### src/rtl/vec_addsub.sv
// Multi-lane float add/subtract: lanes are processed one after another through a
// single shared adder; operand and result negation is a sign-bit flip.

module adder #(
  parameter int unsigned DATA_WIDTH = 32,
  parameter int unsigned EXP_W      = 8
) (
  input  logic                  clk,
  input  logic                  rstn,
  input  logic                  start,
  input  logic [DATA_WIDTH-1:0] in1,
  input  logic [DATA_WIDTH-1:0] in2,
  output logic                  done,
  output logic [DATA_WIDTH-1:0] sum
);
  localparam int unsigned MAN_W = DATA_WIDTH - 1 - EXP_W;
  localparam int unsigned F     = MAN_W + 4;  // hidden + fraction + guard/round/sticky

  logic                  sa, sb, sl, ss, up;
  logic [EXP_W-1:0]      ea, eb, el, es;
  logic [MAN_W-1:0]      fa, fb, fl, fs;
  logic [F-1:0]          ml, ms;
  logic [F:0]            acc;
  logic [EXP_W+1:0]      e, d;
  logic [MAN_W+1:0]      mr;
  logic [DATA_WIDTH-1:0] res;

  always_comb begin
    res = '0;
    {sa, ea, fa} = in1;
    {sb, eb, fb} = in2;
    sl = 1'b0; el = '0; fl = '0;
    ss = 1'b0; es = '0; fs = '0;
    ml = '0; ms = '0; acc = '0; e = '0; d = '0; mr = '0; up = 1'b0;
    if ((&ea) && (|fa)) begin
      res = in1;
    end else if ((&eb) && (|fb)) begin
      res = in2;
    end else if ((&ea) && (&eb) && (sa != sb)) begin
      res = {1'b0, {EXP_W{1'b1}}, 1'b1, {(MAN_W-1){1'b0}}};
    end else if (&ea) begin
      res = in1;
    end else if (&eb) begin
      res = in2;
    end else begin
      if ({ea, fa} >= {eb, fb}) begin
        sl = sa; el = ea; fl = fa; ss = sb; es = eb; fs = fb;
      end else begin
        sl = sb; el = eb; fl = fb; ss = sa; es = ea; fs = fa;
      end
      ml = {|el, fl, 3'b000};
      ms = {|es, fs, 3'b000};
      e  = {2'b00, (el == '0) ? EXP_W'(1) : el};
      d  = e - {2'b00, (es == '0) ? EXP_W'(1) : es};
      // Alignment shift folds every bit shifted out into the sticky LSB.
      for (int unsigned i = 0; i <= F; i++)
        if (i < 32'(d)) ms = {1'b0, ms[F-1:2], ms[1] | ms[0]};
      acc = (sl == ss) ? ({1'b0, ml} + {1'b0, ms}) : ({1'b0, ml} - {1'b0, ms});
      if (acc == '0) begin
        res = {sl & ss, {(DATA_WIDTH-1){1'b0}}};
      end else begin
        if (acc[F]) begin
          acc = {1'b0, acc[F:2], acc[1] | acc[0]};
          e   = e + 1'b1;
        end
        for (int unsigned i = 0; i < F; i++)
          if (!acc[F-1] && (e > (EXP_W+2)'(1))) begin
            acc = acc << 1;
            e   = e - 1'b1;
          end
        up = acc[2] & (acc[1] | acc[0] | acc[3]);
        mr = {1'b0, acc[F-1:3]} + {{(MAN_W+1){1'b0}}, up};
        if (mr[MAN_W+1]) begin
          mr = mr >> 1;
          e  = e + 1'b1;
        end
        if (e >= {2'b00, {EXP_W{1'b1}}})
          res = {sl, {EXP_W{1'b1}}, {MAN_W{1'b0}}};
        else
          res = {sl, mr[MAN_W] ? e[EXP_W-1:0] : {EXP_W{1'b0}}, mr[MAN_W-1:0]};
      end
    end
  end

  always_ff @(posedge clk or negedge rstn) begin
    if (!rstn) begin
      done <= 1'b0;
      sum  <= '0;
    end else if (start && !done) begin
      sum  <= res;
      done <= 1'b1;
    end else if (!start) begin
      done <= 1'b0;
    end
  end
endmodule

module vec_addsub #(
  parameter int unsigned DATA_WIDTH = 32,
  parameter int unsigned LANES      = 4
) (
  input  logic                        clk,
  input  logic                        rstn,
  input  logic                        start,
  input  logic [1:0]                  mode,
  input  logic [LANES-1:0]            lane_mask,
  input  logic [DATA_WIDTH*LANES-1:0] value_a,
  input  logic [DATA_WIDTH*LANES-1:0] value_b,
  output logic                        busy,
  output logic                        done,
  output logic [DATA_WIDTH*LANES-1:0] value_out
);
  localparam int unsigned CNT_W = $clog2(LANES) + 1;
  localparam int unsigned IDX_W = (LANES > 1) ? $clog2(LANES) : 1;
  localparam logic [DATA_WIDTH-1:0] SIGN = {1'b1, {(DATA_WIDTH-1){1'b0}}};

  typedef enum logic [2:0] {
    S_IDLE  = 3'd0,
    S_LANE  = 3'd1,
    S_SETUP = 3'd2,
    S_WAIT  = 3'd3,
    S_ACK   = 3'd4,
    S_NEXT  = 3'd5,
    S_DONE  = 3'd6
  } state_t;

  state_t                      state;
  logic [CNT_W-1:0]            cnt;
  logic [IDX_W-1:0]            idx;
  logic [1:0]                  mode_q;
  logic [LANES-1:0]            mask_q;
  logic [DATA_WIDTH*LANES-1:0] a_q, b_q;
  logic [DATA_WIDTH-1:0]       add_in1, add_in2, add_sum, a_lane, b_lane;
  logic                        add_start, add_done;

  assign idx    = cnt[IDX_W-1:0];
  assign a_lane = a_q[idx*DATA_WIDTH +: DATA_WIDTH];
  assign b_lane = b_q[idx*DATA_WIDTH +: DATA_WIDTH];

  adder #(.DATA_WIDTH(DATA_WIDTH), .EXP_W(8)) u_adder (
    .clk   (clk),
    .rstn  (rstn),
    .start (add_start),
    .in1   (add_in1),
    .in2   (add_in2),
    .done  (add_done),
    .sum   (add_sum)
  );

  always_ff @(posedge clk or negedge rstn) begin
    if (!rstn) begin
      state     <= S_IDLE;
      cnt       <= '0;
      mode_q    <= '0;
      mask_q    <= '0;
      a_q       <= '0;
      b_q       <= '0;
      add_in1   <= '0;
      add_in2   <= '0;
      add_start <= 1'b0;
      busy      <= 1'b0;
      done      <= 1'b0;
      value_out <= '0;
    end else begin
      case (state)
        S_IDLE: if (start) begin
          mode_q <= mode;
          mask_q <= lane_mask;
          a_q    <= value_a;
          b_q    <= value_b;
          busy   <= 1'b1;
          cnt    <= '0;
          state  <= S_LANE;
        end
        S_LANE: begin
          if (!mask_q[idx]) begin
            value_out[idx*DATA_WIDTH +: DATA_WIDTH] <= a_lane;
            state <= S_NEXT;
          end else begin
            add_in1 <= (mode_q == 2'b10) ? (a_lane ^ SIGN) : a_lane;
            add_in2 <= (mode_q == 2'b01) ? (b_lane ^ SIGN) : b_lane;
            state   <= S_SETUP;
          end
        end
        S_SETUP: begin
          add_start <= 1'b1;
          state     <= S_WAIT;
        end
        S_WAIT: if (add_done) begin
          value_out[idx*DATA_WIDTH +: DATA_WIDTH] <=
            (mode_q == 2'b11) ? (add_sum ^ SIGN) : add_sum;
          add_start <= 1'b0;
          state     <= S_ACK;
        end
        S_ACK: if (!add_done) state <= S_NEXT;
        S_NEXT: begin
          if (cnt == CNT_W'(LANES - 1)) begin
            busy  <= 1'b0;
            done  <= 1'b1;
            state <= S_DONE;
          end else begin
            cnt   <= cnt + 1'b1;
            state <= S_LANE;
          end
        end
        S_DONE: if (!start) begin
          done  <= 1'b0;
          state <= S_IDLE;
        end
        default: state <= S_IDLE;
      endcase
    end
  end
endmodule
### config.mk
export PLATFORM = sky130hd
export DESIGN_NAME = vec_addsub
export DESIGN_NICKNAME = d
export VERILOG_FILES = /design/src/rtl/vec_addsub.sv
export SDC_FILE = /design/constraint.sdc
export NUM_CORES = 2
export LEC_CHECK = 0
export ABC_AREA = 1
export CAP_MARGIN = 20
export CELL_PAD_IN_SITES_DETAIL_PLACEMENT = 1
export CELL_PAD_IN_SITES_GLOBAL_PLACEMENT = 1
export CORE_MARGIN = 4
export CORE_UTILIZATION = 35
export DETAILED_ROUTE_END_ITERATION = 10
export GPL_TIMING_DRIVEN = 1
export PLACE_DENSITY_LB_ADDON = 0.1
export SETUP_SLACK_MARGIN = 0.15
export SLEW_MARGIN = 25
export SYNTH_ARGS = -nofsm -noshare
export SYNTH_HDL_FRONTEND = slang
export SYNTH_SLANG_ARGS = --single-unit
### constraint.sdc
create_clock -name clk -period 91 [get_ports clk]
set_input_delay 27.3 -clock clk [delete_from_list [all_inputs] [get_ports clk]]
set_output_delay 27.3 -clock clk [all_outputs]
set_load 0.05 [all_outputs]
==> results.json <==
{
  "fin_crit_sh_pct": 62.2,
  "numCtsBuffers": 55,
  "die_height_um": 424,
  "synth_flop_cell": "dfrtp_1",
  "die_w_um": 424,
  "post-cts-setup-buffers": 0,
  "min_period_ns": 56.57,
  "stdcell_count": 12000,
  "viasPerCell": 5.23,
  "cts_max_level": 2,
  "die-area_um2": 179000,
  "power_leakage_nw": 33.0,
  "clock-sinks": 496,
  "grt_pass1_wl_um": 380000,
  "status": "completed",
  "yosysTopAreaCell": "dfrtp_1",
  "initialDrtViolationCount": 3712,
  "r2r_slack_ns": 34.43,
  "synth-seq-cells": 496,
  "first_pass_iters": 6,
  "synth_area_leaders": "dfrtp_1 (21%), nand2_1 (17%), o21ai_0 (7.4%)",
  "cp.required_ns": 91.49,
  "row_count": 152,
  "postCtsHoldBufs": 0,
  "syn_inst": 9576,
  "hp-class": "flop to flop",
  "grt_max_degree": 186,
  "cts_tree": "done",
  "place_inst": 11900,
  "fin_setup_tns_ns": 0,
  "routed_wl_um": 249000,
  "maxCapViolations": 0,
  "initial_core_util_pct": 35.2,
  "tightest_slew_ns": 1.18,
  "finalSetupViolations": 0,
  "crit_path_end_kind": "flop",
  "cts_buffer_depth": 3,
  "relSlewSlack_pct": 20.6,
  "p_per_area_nw_per_um2": 6.94,
  "io_buffers": 394,
  "syn_nets": 9995,
  "yosys_warnings": 0,
  "clk_latency_ns": 0.62,
  "fp.coreArea_um2": 172000,
  "fin_skew_ns": 0.0262,
  "rsz0062_at_grt": "no",
  "crit_top_cell": "nand2_1",
  "syn_area_um2": 60500,
  "vias": 62800,
  "hpwlAfterDp_um": 201000,
  "synth.distinct_cells": 95,
  "startpoint_type": "flop",
  "yosys.area.top_type_share_pct": 20.5,
  "avgSynthCellArea_um2": 6.31,
  "antenna_found_initial": 20,
  "worstPathArrival_ns": 57.06,
  "gp_congestion": 0.942,
  "cts_root_buf": "clkbuf_16",
  "drive_above_1_share_pct": 16.3,
  "nNetsFinal": 10100,
  "critical_path_class": "flop to flop",
  "max_stage_delay_ns": 0.77,
  "wl_per_cell_um": 20.7,
  "grt_usage_pct": 26.6,
  "grt_overflow": 0,
  "synth_edf_count": 0,
  "io_pins": 395,
  "peakVddDrop_uv": 13.4,
  "drc": 0,
  "total_power_mw": 0.462,
  "async_flop_share_pct": 100,
  "worstPathMaxFanout": 59,
  "slew_violations": 0,
  "cts_resized": 0,
  "syn_to_final_growth_pct": 10.2,
  "path_clk_slew_ns": 0.07,
  "hold_violations": 0,
  "antenna_left": 0,
  "fmax_mhz": 17.7,
  "slowest_stage": "o21ai_0",
  "grt_pass1_vias": 63000,
  "yosysSeqAreaShare_pct": 20.5
}
## path summary, 6_finish.rpt
path	from	endpoint	cells past startpoint
worst max-delay path	add_in2[13]$_DFFE_PN0P_	u_adder.sum[22]$_DFFE_PN0P_	323
worst min-delay path	add_start$_DFFE_PN0P_	u_adder.done$_DFFE_PN0P_	0
worst max register to register	add_in2[13]$_DFFE_PN0P_	u_adder.sum[22]$_DFFE_PN0P_	323
worst min register to register	add_start$_DFFE_PN0P_	u_adder.done$_DFFE_PN0P_	0
max in group asynchronous	rstn	b_q[41]$_DFFE_PN0P_	3
min in group asynchronous	rstn	value_out[43]$_DFFE_PN0P_	1
## worst max-delay path, delay by kind of cell, from the launching register on
kind | cells | cell delay, ns
AOI/OAI and AO/OA | 14 | 3.82
xor gates and xnor gates | 1 | 0.28
adders and majority gates | 33 | 8.74
buffers and inverters | 37 | 5.25
DFF | 1 | 0.58
and+or+nand+nor | 238 | 37.60
## state kept, by name (all words and copies together), names as in the netlist, 2 cells and up
signal       cells
value_out      128
state            3
add_in2         32
cnt              3
mask_q           4
b_q            128
a_q            128
add_in1         32
mode_q           2
u_adder.sum     32
## through the flow
stage	hold slack, ns	setup slack (ns)	util [%]	instance area (um^2)
CTS	0.368	34.44	38.8	66600
finish	0.365	34.43	38.8	66600
floorplan	0.429	47.92	-	60500
global placement	0.363	36.38	37.7	64800
detailed placement	0.372	34.57	37.7	64800
global route	0.376	28.66	38.8	66600
## synthesized netlist by cell type, types with 10 or more instances
cell type  instances
dfrtp_1          496
a31oi_1           26
buf_6             46
inv_2            104
nand4_1          205
xnor2_1           32
nand3_1          708
and2_2            10
clkbuf_1         249
ha_1             152
inv_1            956
buf_8             10
nor2_1           636
clkinv_1          26
buf_1             16
mux2i_1           19
o21ai_1           40
nor2_4            68
a21oi_2           22
nand3b_1          26
nand3_2          151
nor4_1            30
inv_4             20
nand2_2          408
a21oi_1          327
o21ai_2           22
o31ai_1           14
clkbuf_8          53
or2_2            207
nor2_2           107
o21a_1           203
nand2_1         2716
nand3_4           21
xor2_1            85
buf_4             22
o21ai_0          890
nor3_1            59
nand2_4          196
## metal layers
layer | track usage, % | vias to the layer above | part of all wire (%)
li1 | - | 30900 | -
met2 | 46.0 | 1041 | 48
met5 | 0 | - | 0.065
met3 | 2.51 | 312 | 3.3
met1 | 34.8 | 30500 | 45
met4 | 8.94 | 20 | 3.9
## placed cells by master, fill, tap and decap left out, types with 207 or more instances in the layout
cell type        count
o21ai_0            888
nand2_2            408
nand2_1           2714
a21oi_1            327
inv_1              953
dfrtp_1            494
clkdlybuf4s50_1    393
or2_2              207
nand3_1            708
nor2_1             635
## layout make-up
type                    count  area (um^2)
well taps                2310         2890
inverters                1130         4430
clock buffers              81         1560
fillers                 22800       105000
multi-input cells        7515        40700
repair buffers            453         4460
clock inverters            19          198
diodes                      8         20.0
flip-flops and latches    496        12400
## kinds of logic (layout without fill, tap and decap cells)
kind of cell	Yosys count	in the layout	share of synthesized area, %
mux	21	21	0.352
compound gates	1632	1632	15.4
xor+xnor	120	120	1.79
flops	496	496	20.5
fa+ha+maj	154	154	3.21
simple gates	5588	5588	46.4
buf+inv	1565	1683	12.3
other cells	0	8	0
## power breakdown
| part | switching [mW] | internal [mW] | total, mW |
|---|---|---|---|
| Sequential | 0 | 0.221 | 0.221 |
| Combinational | 0.00853 | 0.0103 | 0.0188 |
| Clock | 0.0963 | 0.127 | 0.223 |
| Total | 0.105 | 0.357 | 0.462 |
No activity file was read; power rests on OpenSTA's default activity.
